## config.mk

```make
export PLATFORM = sky130hd
export DESIGN_NAME = led_ind_drv
export DESIGN_NICKNAME = d
export VERILOG_FILES = /design/src/rtl/led_ind_drv.sv
export SDC_FILE = /design/constraint.sdc
export NUM_CORES = 1
export LEC_CHECK = 0
export CORE_MARGIN = 5
export CORE_UTILIZATION = 40
export CTS_CLUSTER_SIZE = 16
export DETAILED_ROUTE_END_ITERATION = 12
export GPL_TIMING_DRIVEN = 0
export HOLD_SLACK_MARGIN = 0.06
export PLACE_DENSITY = 0.59
export SLEW_MARGIN = 10
export SYNTH_ARGS = -nofsm -noshare
export SYNTH_HDL_FRONTEND = slang
export SYNTH_SLANG_ARGS = --single-unit
```

## constraint.sdc

```tcl
create_clock -name in_clk -period 1.9 [get_ports in_clk]
set_input_delay 0.38 -clock in_clk [delete_from_list [all_inputs] [get_ports in_clk]]
set_output_delay 0.38 -clock in_clk [all_outputs]
set_load 0.005 [all_outputs]
```

## src/rtl/led_ind_drv.sv

```systemverilog
// -----------------------------------------------------------------------------
// led_ind_drv -- front-panel LED indicator driver.
//
// Turns per-LED mode codes and one-cycle event strobes into human-visible LED
// patterns. A shared millisecond prescaler drives common slow/fast blink phase
// generators so that every LED blinks in step. Each LED also owns a
// retriggerable flash stretcher that guarantees short events stay visible.
//
// Ports:
//   in_clk    system clock, rising edge
//   in_rst    asynchronous active-low reset
//   in_mode   2 bits per LED: 00 off, 01 on, 10 slow blink, 11 fast blink
//   in_flash  per-LED event strobe; (re)loads the flash stretcher
//   o_led     registered LED drive, inverted when LED_ACT_LOW != 0
// -----------------------------------------------------------------------------
module led_ind_drv #(
   parameter int N_LED        = 2,
   parameter int TICK_DIV     = 50000,
   parameter int SLOW_HALF_MS = 500,
   parameter int FAST_HALF_MS = 125,
   parameter int FLASH_MS     = 100,
   parameter int LED_ACT_LOW  = 0
) (
   input  logic                 in_clk,
   input  logic                 in_rst,
   input  logic [2*N_LED-1:0]   in_mode,
   input  logic [N_LED-1:0]     in_flash,
   output logic [N_LED-1:0]     o_led
);

   localparam int PW = (TICK_DIV > 1) ? $clog2(TICK_DIV) : 1;
   localparam int SW = (SLOW_HALF_MS > 1) ? $clog2(SLOW_HALF_MS) : 1;
   localparam int FW = (FAST_HALF_MS > 1) ? $clog2(FAST_HALF_MS) : 1;
   localparam int LW = (FLASH_MS > 0) ? $clog2(FLASH_MS + 1) : 1;

   localparam logic [PW-1:0]    PRESC_LAST = PW'(TICK_DIV - 1);
   localparam logic [SW-1:0]    SLOW_LAST  = SW'(SLOW_HALF_MS - 1);
   localparam logic [FW-1:0]    FAST_LAST  = FW'(FAST_HALF_MS - 1);
   // Inactive output level; also the XOR mask applied at the output register.
   localparam logic [N_LED-1:0] POL_MASK   = (LED_ACT_LOW != 0) ? {N_LED{1'b1}} : {N_LED{1'b0}};

   logic [PW-1:0]    presc_q, presc_d;
   logic             tick_s;
   logic [SW-1:0]    slow_cnt_q, slow_cnt_d;
   logic             slow_ph_q, slow_ph_d;
   logic [FW-1:0]    fast_cnt_q, fast_cnt_d;
   logic             fast_ph_q, fast_ph_d;
   logic [N_LED-1:0] flash_act_s;
   logic [N_LED-1:0] pat_s;
   logic [N_LED-1:0] led_q;

   assign tick_s = (presc_q == PRESC_LAST);

   // Prescaler next state: free-running 0..TICK_DIV-1.
   always_comb begin
      if (tick_s) begin
         presc_d = {PW{1'b0}};
      end else begin
         presc_d = presc_q + PW'(1);
      end
   end

   // Slow blink phase: toggles after SLOW_HALF_MS ticks.
   always_comb begin
      slow_cnt_d = slow_cnt_q;
      slow_ph_d  = slow_ph_q;
      if (tick_s) begin
         if (slow_cnt_q == SLOW_LAST) begin
            slow_cnt_d = {SW{1'b0}};
            slow_ph_d  = ~slow_ph_q;
         end else begin
            slow_cnt_d = slow_cnt_q + SW'(1);
         end
      end else begin
         slow_cnt_d = slow_cnt_q;
      end
   end

   // Fast blink phase: toggles after FAST_HALF_MS ticks.
   always_comb begin
      fast_cnt_d = fast_cnt_q;
      fast_ph_d  = fast_ph_q;
      if (tick_s) begin
         if (fast_cnt_q == FAST_LAST) begin
            fast_cnt_d = {FW{1'b0}};
            fast_ph_d  = ~fast_ph_q;
         end else begin
            fast_cnt_d = fast_cnt_q + FW'(1);
         end
      end else begin
         fast_cnt_d = fast_cnt_q;
      end
   end

   // Shared timebase registers: prescaler and both phase generators.
   always_ff @(posedge in_clk or negedge in_rst) begin
      if (!in_rst) begin
         presc_q    <= {PW{1'b0}};
         slow_cnt_q <= {SW{1'b0}};
         slow_ph_q  <= 1'b0;
         fast_cnt_q <= {FW{1'b0}};
         fast_ph_q  <= 1'b0;
      end else begin
         presc_q    <= presc_d;
         slow_cnt_q <= slow_cnt_d;
         slow_ph_q  <= slow_ph_d;
         fast_cnt_q <= fast_cnt_d;
         fast_ph_q  <= fast_ph_d;
      end
   end

   if (FLASH_MS > 0) begin : g_flash
      localparam logic [LW-1:0] FLASH_LD = LW'(FLASH_MS);

      logic [N_LED-1:0][LW-1:0] flash_q, flash_d;

      // Flash stretcher next state: a strobe reloads and beats a same-cycle tick.
      always_comb begin
         flash_d = flash_q;
         for (int i = 0; i < N_LED; i++) begin
            if (in_flash[i]) begin
               flash_d[i] = FLASH_LD;
            end else if (tick_s && (flash_q[i] != {LW{1'b0}})) begin
               flash_d[i] = flash_q[i] - LW'(1);
            end else begin
               flash_d[i] = flash_q[i];
            end
         end
      end

      // Flash stretcher registers.
      always_ff @(posedge in_clk or negedge in_rst) begin
         if (!in_rst) begin
            flash_q <= {(N_LED*LW){1'b0}};
         end else begin
            flash_q <= flash_d;
         end
      end

      // Flash is active while the stretcher has ticks left.
      always_comb begin
         flash_act_s = {N_LED{1'b0}};
         for (int i = 0; i < N_LED; i++) begin
            flash_act_s[i] = (flash_q[i] != {LW{1'b0}});
         end
      end
   end else begin : g_no_flash
      // Strobes are ignored when flashing is disabled.
      assign flash_act_s = in_flash & {N_LED{1'b0}};
   end

   // Per-LED pattern select; an active flash overrides any mode.
   always_comb begin
      pat_s = {N_LED{1'b0}};
      for (int i = 0; i < N_LED; i++) begin
         if (flash_act_s[i]) begin
            pat_s[i] = 1'b1;
         end else begin
            case (in_mode[2*i +: 2])
               2'b00:   pat_s[i] = 1'b0;
               2'b01:   pat_s[i] = 1'b1;
               2'b10:   pat_s[i] = slow_ph_q;
               2'b11:   pat_s[i] = fast_ph_q;
               default: pat_s[i] = 1'b0;
            endcase
         end
      end
   end

   // Output register with polarity applied; resets to the inactive level.
   always_ff @(posedge in_clk or negedge in_rst) begin
      if (!in_rst) begin
         led_q <= POL_MASK;
      end else begin
         led_q <= pat_s ^ POL_MASK;
      end
   end

   assign o_led = led_q;

endmodule

```

# Word level (Yosys, flattened, before mapping)

Cells that the tools add are included.

Bits in registers: 50
Bits of input ports: 8
Logic and storage cells: 45

Add/sub/neg operators: 5
Eq/ne operators: 9
Multiplexer cells: 11
Bitwise operators: 2
Reduce and logical (&&, ||, !) cells: 10

Operators with widths:

| cell                  | count |
|---|---|
| $mux 7                | 5 |
| $add 16x1->16 const B | 1 |
| $eq 16x16->1 const B  | 1 |
| $mux 16               | 1 |
| $reduce_bool 7->1     | 2 |
| $sub 7x1->7 const B   | 2 |
| $add 9x1->9 const B   | 1 |
| $eq 9x9->1 const B    | 1 |
| $mux 9                | 1 |
| $eq 2x2->1 const B    | 4 |
| $pmux 1 s4            | 2 |
| $add 7x1->7 const B   | 1 |
| $eq 7x7->1 const B    | 1 |
| $eq 2x1->1 const B    | 2 |
| $logic_not 2->1       | 2 |
| $reduce_and 2->1      | 2 |
| $reduce_bool 2->1     | 2 |
| $logic_and 1x1->1     | 2 |
| $mux 1                | 2 |
| $not 1->1             | 2 |

# Logic depth before layout (Yosys ltp)

Gate-level depths: netlist of run 1.

Word-level depth: 4
Mapped depth: 7
Mapped depth without buffers: 6

# Least setup slack after synthesis of run 1

No wires, ideal clock.

Path type: register to register
From: reg presc_q[0]
To: reg fast_cnt_q[5]
Arrival time: 1.602 ns
Required time: 1.766 ns
Slack: 0.165 ns
Stages on the path, launching flop included: 8
Path through: dfrtp_1 -> ha_1 -> and4_1 -> nand4_2 -> buf_6 -> buf_6 -> o41ai_1 -> o21ai_1

Word-level cells in the longest chain between the ends: 1

RTL lines:

| what                   | RTL line | RTL |
|---|---|---|
| from (decl)            | 42       | `logic [PW-1:0] presc_q, presc_d;` |
| from (signal assigned) | 98       | `presc_q <= {PW{1'b0}};` |
| from (signal assigned) | 104      | `presc_q <= presc_d;` |
| $eq 16x16->1           | 52       | `assign tick_s = (presc_q == PRESC_LAST);` |
| to (signal assigned)   | 101      | `fast_cnt_q <= {FW{1'b0}};` |
| to (signal assigned)   | 107      | `fast_cnt_q <= fast_cnt_d;` |
| to (decl)              | 46       | `logic [FW-1:0] fast_cnt_q, fast_cnt_d;` |

Every way passes these cells.
A chain may end at the register's enable or synchronous reset.

# Worst setup path in the final report of run 1

From: reg presc_q[7]
To: reg g_flash.flash_q[6] (netlist bit)

Word-level cells in the longest chain between the ends: 3

RTL lines:

| what                               | RTL line | RTL |
|---|---|---|
| $eq 16x16->1                       | 52       |  |
| $logic_and 1x1->1                  | 123      | `end else if (tick_s && (flash_q[i] != {LW{1'b0}})) begin` |
| $reduce_bool 2->1 (no source line) | -        |  |
| to (signal assigned)               | 134      | `flash_q <= {(N_LED*LW){1'b0}};` |
| to (signal assigned)               | 136      | `flash_q <= flash_d;` |
| to (decl)                          | 115      | `logic [N_LED-1:0][LW-1:0] flash_q, flash_d;` |

Every way passes these cells.

==> results.py, run 1 <==
metrics = {
    "global_routing": {
        "first_global_vias": 1960,
        "antenna_found_initial": 0,
        "grt_overflow_total": 0,
        "grtUsageTotal_pct": 13.8,
        "grt_start_max_net_pins": 31,
        "global_route_wire_length_before_repair_um": 9400,
    },
    "power_and_ir_drop": {
        "powerDensity_nw_per_um2": 575,
        "leakagePower_uw": 0.00128,
        "vdd_ir_drop_max_mv": 0.298,
        "power_uw": 1770,
    },
    "cts": {
        "cts-buffers-inserted": 5,
        "cts-htree-levels": 2,
        "clock_insertion_delay_worst_skew_ns": 0.31,
        "cts.root.buffer_cell": "sky130_fd_sc_hd__clkbuf_8",
        "cts_tree": "yes",
        "path_clk_slew_ns": 0.10,
        "clock_sink_count": 50,
        "cts_max_path_buffers": 2,
    },
    "sta": {
        "tns_ns": 0,
        "max_slew_margin_pct": 65.8,
        "tightest_slew_ns": 0.506,
        "max_freq_mhz": 543,
        "timing.final.crit_share_pct": 96.9,
        "rsz_0062_raised_after_global_routing": "yes",
        "slew_viol_final": 0,
        "hold_violations": 0,
        "finalCriticalPeriod_ns": 1.84,
        "setup-violations-final": 0,
        "final.setup_skew_ns": 0.0142,
    },
    "setup_path": {
        "critPathRequiredTime_ns": 2.14,
        "worst-endpoint-arrival_ns": 2.08,
        "crit_path_max_fanout": 10,
        "worstSetupPathType": "flop to flop",
        "end_kind": "flop",
        "cp-start-kind": "flop",
    },
    "die": {
        "std_cell_rows": 29,
        "pin_count": 10,
        "dieWidth_um": 90.6,
        "fp.dieArea_um2": 8220,
        "initial_utilization_pct": 41.0,
        "fp.dieH_um": 90.6,
        "fp.coreArea_um2": 6350,
    },
    "final_layout": {
        "layout_common_cells": "sky130_fd_sc_hd__dfrtp_1, sky130_fd_sc_hd__o21ai_0, sky130_fd_sc_hd__nand2_1",
        "filler_cell_count": 590,
        "sequential_cell_area_um2": 1250,
        "drive_above_1_share_pct": 13.9,
        "layout.cells.most_common": "sky130_fd_sc_hd__dfrtp_1",
        "layout_area_growth_over_synthesis_pct": 18.0,
        "multiInputGateArea_um2": 1320,
        "net_total_in_the_final_layout": 311,
        "num_antenna_cells": 0,
    },
    "detailed_routing": {
        "route.detailed.wl_per_inst_um": 14.9,
        "detailroute.via_count": 2098,
        "detailedRoute.firstIterationViolations": 104,
        "dr.pass1.iters": 4,
        "ant_nets": 0,
        "detail_route.vias_per_cell": 5.62,
        "drt_drc_violations_left": 0,
        "postRouteWirelength_um": 5550,
    },
    "job": {
        "maxCapViolCount": 0,
    },
    "logic_synthesis": {
        "synthesis.area_per_instance_um2": 9.74,
        "syn_area_um2": 2600,
        "sequential_element_share_of_the_synthesized_area_pct": 48.1,
        "synthesized_nets": 283,
        "synthDistinctLibCells": 41,
        "yosys_warnings": 0,
        "syn_inst": 267,
        "ys_seq_elements": 50,
    },
    "min_path": {
        "hold_path.class": "flop to flop",
    },
    "placement": {
        "buffer_ports.inserted": 9,
        "post-dp-hpwl_um": 3740,
        "gp_congestion": 0.772,
    },
    "outcome": {
        "outcome": "finished, final reports clean",
    },
}
==> flip-flops by register name (all words and copies together) (netlist names) <==
signal,flops
o_led,2
slow_cnt_q,9
g_flash.flash_q,14
fast_ph_q,1
fast_cnt_q,7
presc_q,16
slow_ph_q,1
==> area by class of cell <==
class                      instances  share of cell area [%]
clock buffer                       6                    2.69
buffer                             8                    1.92
tap                               77                    3.14
clock inverter                     2                   0.407
sequential                        50                    40.9
inverter                          14                    1.71
multi-input combinational        195                    43.0
timing repair buffer              21                    6.32
==> cell families after synthesis <==
kind of cell             count (synthesis)  synth area share, %
AO/OA/AOI/OAI                           60                 13.5
XOR/XNOR                                15                 5.05
adder cells (fa/ha/maj)                  8                 3.85
buffers and inverters                   22                 3.90
flip-flops                              50                 48.1
multiplexers                             1                0.385
AND/OR/NAND/NOR                        111                 25.3
==> synth_stat cells, drive strengths merged <==
| cell | n | area share, % |
|---|---|---|
| and4 | 5 | 1.7 |
| ha | 8 | 3.8 |
| and4b | 1 | 0.38 |
| nor2 | 16 | 2.3 |
| clkbuf | 3 | 0.43 |
| nand3b | 3 | 0.87 |
| nand2b | 2 | 0.48 |
| xnor2 | 5 | 1.7 |
| a21o | 2 | 0.58 |
| buf | 5 | 1.4 |
| o41ai | 2 | 0.67 |
| nand2 | 19 | 2.7 |
| nand4 | 8 | 2.2 |
| nor4b | 3 | 1.8 |
| mux2i | 1 | 0.38 |
| nand3 | 18 | 3.5 |
| nor3 | 2 | 0.38 |
| and2 | 2 | 0.48 |
| dfrtp | 50 | 48 |
| o21ai | 27 | 5.2 |
| a31oi | 6 | 1.4 |
| or4 | 10 | 2.9 |
| and3b | 2 | 0.67 |
| a21oi | 13 | 2.5 |
| xor2 | 10 | 3.4 |
| nor4 | 5 | 1.2 |
| o2111a | 1 | 0.43 |
| inv | 14 | 2.0 |
| and3 | 6 | 1.4 |
| or2 | 1 | 0.24 |
| or3 | 7 | 1.7 |
| o21bai | 1 | 0.29 |
| o31ai | 6 | 1.7 |
| o2111ai | 1 | 0.34 |
| nand4b | 1 | 0.34 |
| a211oi | 1 | 0.29 |
==> worst paths after layout <==
check	from	endpoint	slack (ns)	cells past startpoint
worst max register to register	presc_q[7]	g_flash.flash_q[6]	0.06	5
worst min register to register	fast_cnt_q[5]	fast_cnt_q[5]	0.50	1
worst min-delay path	fast_cnt_q[5]	fast_cnt_q[5]	0.50	1
max in group asynchronous	in_rst	presc_q[11]	0.80	3
worst max-delay path	presc_q[7]	g_flash.flash_q[6]	0.06	5
min in group asynchronous	in_rst	g_flash.flash_q[11]	0.55	2
==> per-layer routing <==
| metal | wire length [µm] | GRT usage (%) |
|---|---|---|
| met1 | 2670 | 18.7 |
| met2 | 2680 | 21.7 |
| met3 | 120 | 3.25 |
| met4 | 77 | 4.84 |
| met5 | 0 | 0 |
==> metrics by stage <==
| stage | hold WS (ns) | instances | util [%] | area [µm²] | setup slack, ns |
|---|---|---|---|---|---|
| after global placement | 0.466 | 353 | 43.9 | 2790 | -1.14 |
| final | 0.498 | 373 | 48.4 | 3070 | 0.0584 |
| after CTS | 0.483 | 363 | 46.4 | 2950 | 0.0120 |
| after floorplan | 0.0844 | 267 | - | 2600 | 0.165 |
| after global routing | 0.512 | 373 | 48.4 | 3070 | -0.0411 |
| after detailed placement | 0.376 | 354 | 44.1 | 2800 | -0.248 |
==> where the power goes <==
part	internal (µW)	switching, µW	total, µW
registers	1060	0.000000000000536	1060
logic	19.2	29.5	48.7
clock network	293	362	655
total	1380	391	1770
==> worst max-delay path: stages, from the launching register on <==
cell                      delay [ns]
sky130_fd_sc_hd__dfrtp_2        0.47
sky130_fd_sc_hd__nor4b_4        0.36
sky130_fd_sc_hd__nand4_4        0.19
sky130_fd_sc_hd__buf_6          0.19
sky130_fd_sc_hd__or4_1          0.47
sky130_fd_sc_hd__nand3_1        0.11
==> what timing repair did <==
action | 4_1_cts | 5_1_grt
setup endpoints to repair | 29 | 21
setup buffers | 0 | 10
pin swaps | 1 | 7
hold buffers | 1 | 0
hold endpoints to repair | 20 | 0
gates resized for setup | 11 | 13
(Power assumes the default switching activity.)
==> run 2, diff against run 1 <==
- CORE_MARGIN: 5 -> 2
- SKIP_LAST_GASP: unset -> 1
- clock period: 1.9 -> 1.5 ns (I/O delays scaled with it)
==> run 2 against run 1 <==
Against the previous run: the run now ends with setup timing left; final cell count increased by 4.0%; total power rose by 33%; non-clock buffer count increased by 15; global-route usage is 2.8 points higher; clock skew fell by 0.0040 ns; final area rose by 14%; via count increased by 2.3%; sequential power increased by 27%; register-to-register slack lost 0.35 ns; hold slack lost 0.042 ns; clock power up 44%; die area shrank 13%; critical endpoint is now fast_cnt_q[4]; largest power group unchanged.
==> results.py, run 2 (synthesized netlist as in run 1, its figures left out) <==
metrics = {
    "sta": {
        "hold_violations": 0,
        "final_critical_path_setup_slack_ns": -0.287,
        "fin_hold_ws_ns": 0.456,
        "finalCriticalPeriod_ns": 1.79,
        "final.setup_skew_ns": 0.0103,
        "max_slew_margin_pct": 69.7,
        "slew_viol_final": 0,
        "setup-violations-final": 41,
        "max_freq_mhz": 559,
        "timing.final.crit_share_pct": 119,
        "rsz_0062_raised_after_global_routing": "yes",
        "tightest_slew_ns": 0.448,
    },
    "global_routing": {
        "grtUsageTotal_pct": 16.6,
        "antenna_found_initial": 0,
        "grt_overflow_total": 0,
        "grt_start_max_net_pins": 35,
        "first_global_vias": 1974,
        "global_route_wire_length_before_repair_um": 9720,
    },
    "cts": {
        "clock_insertion_delay_worst_skew_ns": 0.30,
        "cts-htree-levels": 2,
        "cts_max_path_buffers": 2,
        "clock_sink_count": 50,
        "cts.root.buffer_cell": "sky130_fd_sc_hd__clkbuf_8",
        "path_clk_slew_ns": 0.10,
        "cts-buffers-inserted": 5,
        "cts_tree": "yes",
    },
    "final_layout": {
        "drive_above_1_share_pct": 28.0,
        "largest-register": "presc_q",
        "finish.instance_area_um2": 3510,
        "layout.cells.most_common": "sky130_fd_sc_hd__dfrtp_1",
        "layout_area_growth_over_synthesis_pct": 35.1,
        "net_total_in_the_final_layout": 326,
        "filler_cell_count": 579,
        "layout_common_cells": "sky130_fd_sc_hd__dfrtp_1, sky130_fd_sc_hd__nand3_1, sky130_fd_sc_hd__nand2_1, sky130_fd_sc_hd__buf_4, sky130_fd_sc_hd__inv_1",
        "num_antenna_cells": 0,
        "largest_register_ffs": 16,
        "layout_top_registers": "presc_q x16, g_flash.flash_q x14, slow_cnt_q x9",
    },
    "power_and_ir_drop": {
        "power_uw": 2360,
        "vdd_ir_drop_max_mv": 0.376,
        "leakagePower_uw": 0.00147,
        "powerDensity_nw_per_um2": 671,
    },
    "die": {
        "std_cell_rows": 29,
        "fp.dieArea_um2": 7160,
        "fp.dieH_um": 84.6,
        "pin_count": 10,
        "fp.coreArea_um2": 6310,
        "initial_utilization_pct": 41.2,
        "dieWidth_um": 84.6,
    },
    "detailed_routing": {
        "detailroute.via_count": 2147,
        "detailedRoute.firstIterationViolations": 100,
        "detail_route.vias_per_cell": 5.53,
        "ant_nets": 0,
        "postRouteWirelength_um": 5970,
        "route.detailed.wl_per_inst_um": 15.4,
        "dr.pass1.iters": 4,
        "drt_drc_violations_left": 0,
    },
    "setup_path": {
        "timing.reg2reg.worst_path_depth": 5,
        "crit_buf_inv": 1,
        "critPathRequiredTime_ns": 1.72,
        "worstSetupPathType": "flop to flop",
        "worstPathCellList": "nor4b_4 -> nand4_4 -> buf_2 -> or4_1 -> o21ai_1",
        "crit_slowest_cell": "sky130_fd_sc_hd__dfrtp_2",
        "critical_path.reg2reg.endpoint": "fast_cnt_q[4]",
        "end_kind": "flop",
        "cp-start-kind": "flop",
        "crit_path_max_fanout": 5,
        "ff2ff_setup_slack_ns": -0.29,
        "timing.critical_path.slowest_cell_delay_ns": 0.45,
        "critical_path.top_delay_family": "simple AND/OR/NAND/NOR gates",
        "rr_startpoint": "presc_q[4]",
        "worst-endpoint-arrival_ns": 2.01,
    },
    "outcome": {
        "violations": "setup timing",
        "outcome": "finished, violations left",
    },
    "job": {
        "maxCapViolCount": 0,
    },
    "placement": {
        "gp_congestion": 0.771,
        "post-dp-hpwl_um": 3700,
        "buffer_ports.inserted": 9,
        "placed_cell_area_um2": 2860,
    },
    "min_path": {
        "hold_path.class": "primary input to async pin",
    },
}
[run 2: final cells by class]
type                    instances  area (µm²)  share of cell area (%)
repair buffers                 38         414                    11.8
multi-input cells             195        1500                    42.6
plain buffers                   6        86.3                    2.46
inverters                      14        52.6                    1.50
well taps                      77        96.3                    2.74
clock buffers                   6        72.6                    2.07
flip-flops and latches         50        1260                    35.8
clock inverters                 2        37.5                    1.07
[run 2: worst reg2reg max path, stage by stage (launching register included)]
cell	delay, ns
sky130_fd_sc_hd__dfrtp_2	0.45
sky130_fd_sc_hd__nor4b_4	0.34
sky130_fd_sc_hd__nand4_4	0.19
sky130_fd_sc_hd__buf_2	0.20
sky130_fd_sc_hd__or4_1	0.41
sky130_fd_sc_hd__o21ai_1	0.10
[run 2: routing by layer]
layer / share of wire [%] / GRT usage, % / vias to the layer above
li1: - / - / 1075
met1: 49 / 24.4 / 1041
met2: 47 / 25.5 / 21
met3: 2.2 / 3.34 / 10
met4: 1.6 / 3.90 / 0
met5: 0 / 0 / -
[run 2: how the worst max path moves through the flow]
stage                      from            end  slack, ns  cells past startpoint
floorplan            presc_q[0]  fast_cnt_q[5]      -0.15                      7
global placement         in_rst  fast_cnt_q[6]      -1.45                      1
detailed placement   presc_q[7]  slow_cnt_q[6]      -0.36                      6
CTS                 presc_q[13]  fast_cnt_q[5]      -0.26                      6
global route         presc_q[4]  fast_cnt_q[5]      -0.39                      6
finish               presc_q[4]  fast_cnt_q[4]      -0.29                      5
[run 2: power by group]
group | total, µW | internal (µW) | switching (µW)
clock network | 946 | 498 | 448
logic | 63.7 | 24.5 | 39.2
registers | 1350 | 1350 | 0.000000000000691
[run 2: metrics by stage]
| step | setup TNS [ns] | utilization, % | setup slack (ns) | instances |
|---|---|---|---|---|
| 2_1_floorplan | -1.68 | - | -0.147 | 267 |
| 3_3_place_gp | -82.00 | 45.0 | -1.45 | 353 |
| 3_5_place_dp | -9.87 | 45.3 | -0.364 | 354 |
| 4_1_cts | -6.51 | 50.8 | -0.264 | 380 |
| 5_1_grt | -11.21 | 55.6 | -0.389 | 388 |
| 6_report | -6.88 | 55.6 | -0.287 | 388 |
[run 2: timing repair]
item,in CTS,in global routing
setup endpoints to repair,43,44
resized for setup,18,57
cloned,2,2
setup buffers,16,7
hold endpoints to repair,16,0
hold buffers,1,0
pin swaps,10,21
==> run 3, diff against run 2 <==
- CTS_CLUSTER_DIAMETER: unset -> 150
- MAX_ROUTING_LAYER: unset -> met4
==> run 3 against run 2 <==
Against the previous run: the run still ends with setup timing left; utilization unchanged; wire length about the same; first-iteration DRC count up 17%; combinational power about the same; via count up 0.70%; critical endpoint unchanged.
==> results.py, run 3 (synthesized netlist as in run 1, its figures left out) <==
metrics = {
    "sta": {
        "final_critical_path_setup_slack_ns": -0.289,
        "setup-violations-final": 41,
        "timing.final.crit_share_pct": 119,
        "max_slew_margin_pct": 70.3,
        "tightest_slew_ns": 0.440,
        "hold_violations": 0,
        "finalCriticalPeriod_ns": 1.79,
        "final.setup_skew_ns": 0.0101,
        "max_freq_mhz": 559,
        "fin_hold_ws_ns": 0.455,
        "slew_viol_final": 0,
        "rsz_0062_raised_after_global_routing": "yes",
    },
    "setup_path": {
        "timing.critical_path.slowest_cell_delay_ns": 0.46,
        "ff2ff_setup_slack_ns": -0.29,
        "critPathRequiredTime_ns": 1.72,
        "worst-endpoint-arrival_ns": 2.01,
        "critical_path.top_delay_family": "simple AND/OR/NAND/NOR gates",
        "critPathLaunch": "presc_q[4]",
        "crit_buf_inv": 1,
        "end_kind": "flop",
        "setup.worst_path.end": "fast_cnt_q[4]",
        "cp-start-kind": "flop",
        "rr_startpoint": "presc_q[4]",
        "cp.depth": 5,
        "worstPathCellList": "nor4b_4 -> nand4_4 -> buf_2 -> or4_1 -> o21ai_1",
        "timing.reg2reg.worst_path_depth": 5,
        "crit_path_max_fanout": 5,
        "crit_slowest_cell": "sky130_fd_sc_hd__dfrtp_2",
        "worstSetupPathType": "flop to flop",
        "critical_path.reg2reg.endpoint": "fast_cnt_q[4]",
    },
    "cts": {
        "cts-htree-levels": 2,
        "path_clk_slew_ns": 0.10,
        "clock_sink_count": 50,
        "cts_tree": "yes",
        "cts.root.buffer_cell": "sky130_fd_sc_hd__clkbuf_8",
        "cts_max_path_buffers": 2,
        "clock_insertion_delay_worst_skew_ns": 0.30,
        "cts-buffers-inserted": 5,
    },
    "die": {
        "dieWidth_um": 84.6,
        "initial_utilization_pct": 41.2,
        "fp.dieH_um": 84.6,
        "fp.coreArea_um2": 6310,
        "pin_count": 10,
        "fp.dieArea_um2": 7160,
        "std_cell_rows": 29,
    },
    "detailed_routing": {
        "detailedRoute.firstIterationViolations": 117,
        "drt_drc_violations_left": 0,
        "ant_nets": 0,
        "detail_route.vias_per_cell": 5.57,
        "postRouteWirelength_um": 5980,
        "route.detailed.wl_per_inst_um": 15.4,
        "dr.pass1.iters": 4,
        "detailroute.via_count": 2162,
    },
    "global_routing": {
        "global_route_wire_length_before_repair_um": 9700,
        "globalRoute.busiestLayer": "met2",
        "antenna_found_initial": 0,
        "groute.layer.met3.usage_pct": 3.34,
        "groute.layer.met1.usage_pct": 24.3,
        "grtUsageTotal_pct": 17.1,
        "grt.met2_usage_pct": 25.6,
        "grt_start_max_net_pins": 35,
        "first_global_vias": 1975,
        "grt_overflow_total": 0,
    },
    "placement": {
        "buffer_ports.inserted": 9,
        "post-dp-hpwl_um": 3700,
        "gp_congestion": 0.781,
        "placed_cells": 354,
    },
    "min_path": {
        "hold_path.class": "primary input to async pin",
    },
    "final_layout": {
        "layout.cells.non_filler": 388,
        "layout_top_registers": "presc_q x16, g_flash.flash_q x14, slow_cnt_q x9",
        "num_antenna_cells": 0,
        "largest_register_ffs": 16,
        "layout_area_growth_over_synthesis_pct": 35.1,
        "net_total_in_the_final_layout": 326,
        "layout_common_cells": "sky130_fd_sc_hd__dfrtp_1, sky130_fd_sc_hd__nand3_1, sky130_fd_sc_hd__nand2_1, sky130_fd_sc_hd__buf_4, sky130_fd_sc_hd__inv_1",
        "filler_cell_count": 579,
        "layout.cells.most_common": "sky130_fd_sc_hd__dfrtp_1",
        "drive_above_1_share_pct": 28.0,
        "largest-register": "presc_q",
    },
    "power_and_ir_drop": {
        "powerDensity_nw_per_um2": 670,
        "vdd_ir_drop_max_mv": 0.373,
        "power_uw": 2350,
        "leakagePower_uw": 0.00147,
    },
    "outcome": {
        "outcome": "finished, violations left",
        "violations": "setup timing",
    },
    "job": {
        "maxCapViolCount": 0,
    },
}
run 3: timing repair:
action                                  CTS  global route
hold buffers                              1             0
endpoints found under the setup margin   43            44
gates resized for setup                  18            57
setup buffers                            16             7
gates cloned                              2             2
endpoints found under the hold margin    16             0
pin swaps                                10            21
run 3: routing by layer:
layer | vias to the layer above | part of all wire, %
li1 | 1074 | -
met1 | 1053 | 49
met2 | 25 | 47
met3 | 10 | 2.5
met4 | 0 | 1.6
met5 | - | 0
run 3: where the power goes:
part | leakage [µW] | internal, µW | switching, µW
Combinational | 0.000787 | 24.5 | 39.3
Sequential | 0.000635 | 1350 | 0.000000000000692
Clock | 0.0000514 | 498 | 446
run 3: cell type report:
type                            instances  area, µm²  area share (%)
Tap cell                               77       96.3            2.74
Clock inverter                          2       37.5            1.07
Buffer                                  6       86.3            2.46
Multi-Input combinational cell        195       1500            42.6
Clock buffer                            6       72.6            2.07
Inverter                               14       52.6            1.50
Sequential cell                        50       1260            35.8
Timing Repair Buffer                   38        414            11.8
run 3: worst min path at each step:
stage,endpoint,cells after the start
final,o_led[1],2
after floorplan,fast_cnt_q[0],0
after global routing,o_led[1],2
after CTS,o_led[1],2
after global placement,slow_cnt_q[1],2
after detailed placement,g_flash.flash_q[11],1
run 3: metrics by stage:
stage / area [µm²] / setup slack [ns] / setup TNS (ns) / utilization (%)
detailed placement: 2860 / -0.364 / -9.87 / 45.3
finish: 3510 / -0.289 / -6.96 / 55.6
global placement: 2840 / -1.45 / -82.00 / 45.0
CTS: 3200 / -0.264 / -6.51 / 50.8
floorplan: 2660 / -0.147 / -1.68 / -
global route: 3510 / -0.386 / -11.12 / 55.6
run 3: worst reg2reg max path, cell delays in order (launching register included):
cell	delay (ns)
sky130_fd_sc_hd__dfrtp_2	0.46
sky130_fd_sc_hd__nor4b_4	0.35
sky130_fd_sc_hd__nand4_4	0.19
sky130_fd_sc_hd__buf_2	0.20
sky130_fd_sc_hd__or4_1	0.41
sky130_fd_sc_hd__o21ai_1	0.10
